[src/rtl/hazard_pkg.sv]
// hazard_pkg: shared state encoding and load-use detection for the hazard controller
package hazard_pkg;
  typedef enum logic [1:0] {RUN = 2'd0, WAIT = 2'd1, LU_REP = 2'd2} state_t;
  localparam logic [4:0] REG_ZERO = 5'd0;
  function automatic logic f_load_use(input logic memrd, input logic [4:0] rt_ex,
                                      input logic [4:0] rs_id, input logic [4:0] rt_id,
                                      input logic uses_rt);
    return memrd && (rt_ex != REG_ZERO) && ((rt_ex == rs_id) || (uses_rt && (rt_ex == rt_id)));
  endfunction
endpackage

[src/rtl/hazard_perf_cnt.sv]
// hazard_perf_cnt: wrapping event counter with synchronous clear over increment
module hazard_perf_cnt #(
  parameter int CNT_W = 32
) (
  input  logic             clk,
  input  logic             rst,
  input  logic             i_inc,
  input  logic             i_clr,
  output logic [CNT_W-1:0] o_cnt
);
  logic [CNT_W-1:0] r_cnt;
  always_ff @(posedge clk or negedge rst)
    if (!rst) r_cnt <= '0;
    else r_cnt <= i_clr ? '0 : i_inc ? r_cnt + 1'b1 : r_cnt;
  assign o_cnt = r_cnt;
endmodule

[src/rtl/hazard_ctrl.sv]
// hazard_ctrl: stall/bubble/flush control for IF/ID and ID/EX with mem-wait freeze sequencing,
// performance counters and a runaway-hold watchdog
module hazard_ctrl
  import hazard_pkg::*;
#(
  parameter int CNT_W    = 32,
  parameter int MAX_HOLD = 15
) (
  input  logic             clk,
  input  logic             rst,
  input  logic [4:0]       rs_ID,
  input  logic [4:0]       rt_ID,
  input  logic             uses_rt_ID,
  input  logic             jump_ID,
  input  logic             MemRd_EX,
  input  logic [4:0]       rt_EX,
  input  logic             br_taken_EX,
  input  logic             JumpReg_EX,
  input  logic             mem_wait,
  input  logic             cnt_clr,
  output logic             pc_hold,
  output logic             ifid_hold,
  output logic             ifid_flush,
  output logic             idex_stall,
  output logic             idex_bubble,
  output logic [CNT_W-1:0] stall_cnt,
  output logic [CNT_W-1:0] flush_cnt,
  output logic [CNT_W-1:0] wait_cnt,
  output logic             hold_err
);
  localparam int HW = $clog2(MAX_HOLD + 2);
  localparam logic [HW-1:0] HOLD_LIM = HW'(MAX_HOLD);
  state_t r_state, w_next;
  logic r_lu_pend, r_hold_err;
  logic [HW-1:0] r_hold_run;
  logic w_load_use, w_ctrl_ex, w_lu_en;
  assign w_load_use = f_load_use(MemRd_EX, rt_EX, rs_ID, rt_ID, uses_rt_ID);
  assign w_ctrl_ex  = br_taken_EX | JumpReg_EX;
  // a load-use pending across a freeze is serviced by LU_REP, not on the exit cycle
  assign w_lu_en    = !(r_state == WAIT && r_lu_pend);
  always_comb begin
    pc_hold     = 1'b0;
    ifid_hold   = 1'b0;
    ifid_flush  = 1'b0;
    idex_stall  = 1'b0;
    idex_bubble = 1'b0;
    if (!rst) begin
      pc_hold = 1'b0;
    end else if (mem_wait) begin
      pc_hold    = 1'b1;
      ifid_hold  = 1'b1;
      idex_stall = 1'b1;
    end else if (w_ctrl_ex) begin
      ifid_flush  = 1'b1;
      idex_bubble = 1'b1;
    end else if (w_load_use && w_lu_en) begin
      pc_hold     = 1'b1;
      ifid_hold   = 1'b1;
      idex_bubble = 1'b1;
    end else if (jump_ID) begin
      ifid_flush = 1'b1;
    end
    w_next = mem_wait ? WAIT : (r_state == WAIT && r_lu_pend && !w_ctrl_ex) ? LU_REP : RUN;
  end
  always_ff @(posedge clk or negedge rst)
    if (!rst) begin
      r_state   <= RUN;
      r_lu_pend <= 1'b0;
    end else begin
      r_state <= w_next;
      if (mem_wait && r_state != WAIT) r_lu_pend <= w_load_use;
    end
  // hold_run saturates one past the limit so a long freeze cannot wrap it
  always_ff @(posedge clk or negedge rst)
    if (!rst) begin
      r_hold_run <= '0;
      r_hold_err <= 1'b0;
    end else begin
      r_hold_run <= !pc_hold ? '0 : (r_hold_run > HOLD_LIM) ? r_hold_run : r_hold_run + 1'b1;
      r_hold_err <= cnt_clr ? 1'b0 : r_hold_err | (pc_hold && r_hold_run == HOLD_LIM);
    end
  assign hold_err = r_hold_err;
  hazard_perf_cnt #(.CNT_W(CNT_W)) u_stall (
    .clk(clk), .rst(rst), .i_inc(pc_hold & idex_bubble), .i_clr(cnt_clr), .o_cnt(stall_cnt)
  );
  hazard_perf_cnt #(.CNT_W(CNT_W)) u_flush (
    .clk(clk), .rst(rst), .i_inc(ifid_flush), .i_clr(cnt_clr), .o_cnt(flush_cnt)
  );
  hazard_perf_cnt #(.CNT_W(CNT_W)) u_wait (
    .clk(clk), .rst(rst), .i_inc(idex_stall), .i_clr(cnt_clr), .o_cnt(wait_cnt)
  );
endmodule
[config.mk]
export PLATFORM = sky130hd
export DESIGN_NAME = hazard_ctrl
export DESIGN_NICKNAME = d
export VERILOG_FILES = /design/src/rtl/hazard_pkg.sv /design/src/rtl/hazard_perf_cnt.sv /design/src/rtl/hazard_ctrl.sv
export SDC_FILE = /design/constraint.sdc
export NUM_CORES = 1
export LEC_CHECK = 0
export BUFFER_PORTS_ARGS = -buffer_cell sky130_fd_sc_hd__buf_4
export CAP_MARGIN = 25
export CORE_UTILIZATION = 45
export DETAILED_ROUTE_END_ITERATION = 8
export PLACE_DENSITY = 0.68
export SYNTH_ARGS = -nofsm -noshare
export SYNTH_HDL_FRONTEND = slang
export SYNTH_SLANG_ARGS = --single-unit
[constraint.sdc]
create_clock -name clk -period 2.6 [get_ports clk]
set_input_delay 0.52 -clock clk [delete_from_list [all_inputs] [get_ports clk]]
set_output_delay 0.52 -clock clk [all_outputs]
set_load 0.005 [all_outputs]
==> summary.txt <==
Outcome
  • Result of the run: finished with violations
  • Failing checks: DRC

Critical path
  • Largest fanout on the critical path: 3
  • Crit path max-delay cell type: or4_4
  • Critical path class: input pin to output port
  • Worst Setup End Kind: output port
  • CP Data Arrival Time: 2030 ps
  • Critical path cell sequence: buf_4 > or4_4 > o21ai_2 > nand3b_1 > nor2_4 > o21ai_2 > inv_2 > buf_4
  • Worst EP required: 2080 ps
  • Worst setup SP type: input pin
  • Slowest stage delay, CP: 540 ps

Routing
  • Post-Route WL: 14,200 um
  • DRC violations left: 9
  • Initial drt markers: 328
  • DRT Pass-1 Iters: 6
  • Post-DRT Antenna Nets: 0
  • DR vias/cell: 5.49
  • Routed vias: 4,862
  • Routed length per placed instance: 16.0 um

Final layout
  • Post-Layout Cell Count: 885
  • Ant. Diodes: 0
  • Most common cell after layout, fill and taps aside: buf_4
  • Share of cells above drive strength 1: 26.5%
  • Final instance area: 7190 um2
  • Net count, final: 766
  • Layout area overhead: 31.6%
  • Most frequent cells in the layout: 162 x buf_4, 105 x dfrtp_1, 84 x nor2_1, 52 x xor2_1, 33 x nand2_1

Yosys
  • Syn Std Cell Area: 5460 um2
  • Synthesized netlist cell count: 586
  • #FFs+latches synth: 105
  • Register area share after synthesis: 48.1%
  • Xor and xnor area share after synthesis: 12.0%
  • Syn_nets: 615
  • Post-synthesis compound-gate area fraction: 10.9%
  • Synthesized area per cell: 9.32 um2
  • Largest family of logic cells by synthesized area: simple AND/OR/NAND/NOR gates
  • Mux share of post-synthesis cell area: 0.733%
  • Yosys warns: 0
  • Count of cell types in the netlist: 40
  • Synth Area in Adders: 1.15%
  • Synth Area in Simple Gates: 23.7%

Clock tree
  • Clock sink total: 105
  • Clk_lat worst skew: 350 ps
  • TritonCTS clock tree: done
  • Clock-pin transition on the worst setup and hold timing paths: 70 ps
  • Worst-case clock buffer depth: 2
  • CTS buffer count: 9
  • H-tree lvl count: 3
  • Clock root buffer: clkbuf_16
  • Cts-stage hold buffer count: 0

Floorplan
  • Die Wd: 112 um
  • # rows: 39
  • Core footprint: 11,600 um2
  • Initial cell density of the core: 47.0%
  • Num ports: 126
  • Die span in y: 112 um
  • DIE AREA: 12,600 um2

Timing
  • Fin crit share: 98.1%
  • Layout Skew: 4.62 ps
  • Tightest Pin Transition: 746 ps
  • Slew margin rel.: 50.2%
  • Min cycle time layout: 2550 ps
  • Final Hold Vio Count: 0
  • Endpoints failing setup: 0
  • Slew Limit Fails: 0
  • Fmax: 0.392 GHz

Global route
  • Grt total ovfl: 0
  • Total track usage: 23.4%
  • Vias in the first global route: 4,806
  • Largest net degree at the start of global routing: 60
  • Initial antenna violation count: 0
  • Global-route wire length before repair: 23,500 um

Placed design
  • Placed Area: 6770 um2
  • Placed cell count: 863
  • PortBufs: 125
  • GP Congestion: 0.829
  • Hpwl dp: 9900 um

Pwr
  • Max VDD drop: 0.273 mV
  • PwrDens: 440 nW/um2
  • Leakage: 3.21 nW

Job
  • Max-cap viol count: 0

Min path
  • HP Class: input pin to asynchronous set/reset pin
stage by stage:
stage / hold WS [ps] / utilization (%) / TNS (ps) / setup WS [ps] / total power, mW
final: 315 / 61.9 / 0 / 49.9 / 3.16
after detailed placement: 483 / 58.3 / -1160 / -163 / 1.88
after global routing: 320 / 61.9 / -5.24 / -5.24 / 3.29
after global placement: 468 / 58.3 / -668 / -110 / 1.88
after CTS: 303 / 60.7 / 0 / 13.6 / 3.17
after floorplan: 224 / - / 0 / 6.59 / 1.75
cell families (layout without fill, tap and decap cells):
| logic type | Yosys count | in the layout |
|---|---|---|
| AO/OA/AOI/OAI | 98 | 98 |
| XOR/XNOR | 75 | 75 |
| multiplexers | 4 | 4 |
| buffers and inverters | 47 | 203 |
| AND/OR/NAND/NOR | 252 | 252 |
| adder cells (fa/ha/maj) | 5 | 5 |
| flip-flops | 105 | 105 |
worst paths after layout:
kind	depth (start not counted)	endpoint	from	slack (ps)
max in group asynchronous	3	u_stall.o_cnt[1]$_DFFE_PN0P_	rst	1550
worst min register to register	2	r_lu_pend$_DFFE_PN0P_	r_lu_pend$_DFFE_PN0P_	500
worst max-delay path	8	ifid_hold	rt_EX[1]	50
worst min-delay path	3	u_flush.o_cnt[4]$_DFFE_PN0P_	rst	310
min in group clk	2	r_state[1]$_DFF_PN0_	br_taken_EX	350
worst max register to register	7	u_stall.o_cnt[31]$_DFFE_PN0P_	u_stall.o_cnt[5]$_DFFE_PN0P_	180
layer usage:
layer	part of all wire (%)	global-route usage, %	vias to the layer above	wire length (um)
met1	46	32.1	2373	6570
met5	0	0	-	0
met3	5.4	4.48	21	772
met4	2.0	9.96	0	285
li1	-	-	2365	-
met2	46	36.3	103	6580
layout make-up:
cell class,count,area (um2)
Clock buffer,13,260
Inverter,19,71.3
Clock inverter,3,15.0
Fill cell,1033,4420
Sequential cell,105,2630
Timing Repair Buffer,168,1320
Tap cell,143,179
Multi-Input combinational cell,434,2720
report_power, final:
part | internal [mW] | leakage (nW) | switching, mW
sequential | 1.64 | 1.46 | 0.00815
combinational | 0.0908 | 1.61 | 0.139
clock | 0.698 | 0.139 | 0.589
worst max-delay path: cells and delay by family:
| kind | cells | cell delay [ps] |
|---|---|---|
| AOI/OAI and AO/OA | 2 | 340 |
| buffers and inverters | 3 | 320 |
| and+or+nand+nor | 3 | 850 |
cell usage after synthesis:
cell type | n | share of area, %
nor4b_1 | 2 | 0.32
nand4bb_1 | 1 | 0.21
a32oi_1 | 1 | 0.16
nand3_1 | 24 | 2.2
nor3_1 | 10 | 0.92
and4_1 | 6 | 0.96
or4_4 | 1 | 0.21
nand3b_1 | 2 | 0.27
o2111ai_1 | 12 | 1.9
nor4_2 | 2 | 0.46
or3_1 | 24 | 2.7
nor2b_1 | 2 | 0.23
or4_1 | 11 | 1.5
o211ai_1 | 8 | 1.1
buf_4 | 1 | 0.14
and3_1 | 17 | 1.9
buf_2 | 4 | 0.37
nand4_1 | 13 | 1.5
o21ai_0 | 28 | 2.6
a31oi_1 | 1 | 0.11
o21ai_2 | 1 | 0.16
nor2_1 | 86 | 5.9
xor2_1 | 53 | 8.5
mux2i_1 | 4 | 0.73
nand2_1 | 33 | 2.3
a311oi_1 | 1 | 0.16
nand2b_1 | 1 | 0.11
o31ai_1 | 8 | 1.1
o31a_1 | 1 | 0.16
inv_1 | 19 | 1.3
o21ai_1 | 2 | 0.18
ha_1 | 5 | 1.1
nor4_1 | 13 | 1.5
xnor2_1 | 22 | 3.5
a21oi_1 | 34 | 3.1
clkbuf_1 | 22 | 1.5
dfrtp_1 | 105 | 48
and2_1 | 4 | 0.46
o41ai_1 | 1 | 0.16
buf_1 | 1 | 0.069
sequential cells by signal, indices dropped and copies added (netlist names):
register / flops
u_stall.o_cnt: 32
r_lu_pend: 1
u_wait.o_cnt: 32
r_state: 2
hold_err: 1
u_flush.o_cnt: 32
r_hold_run: 5
repair_timing:
action                                  in CTS  in global routing
endpoints found under the setup margin       2                  5
cloned                                       0                  1
setup buffers                                0                  5
resized for setup                            1                 18
pin swaps                                    0                  7
(Power assumes the default switching activity.)
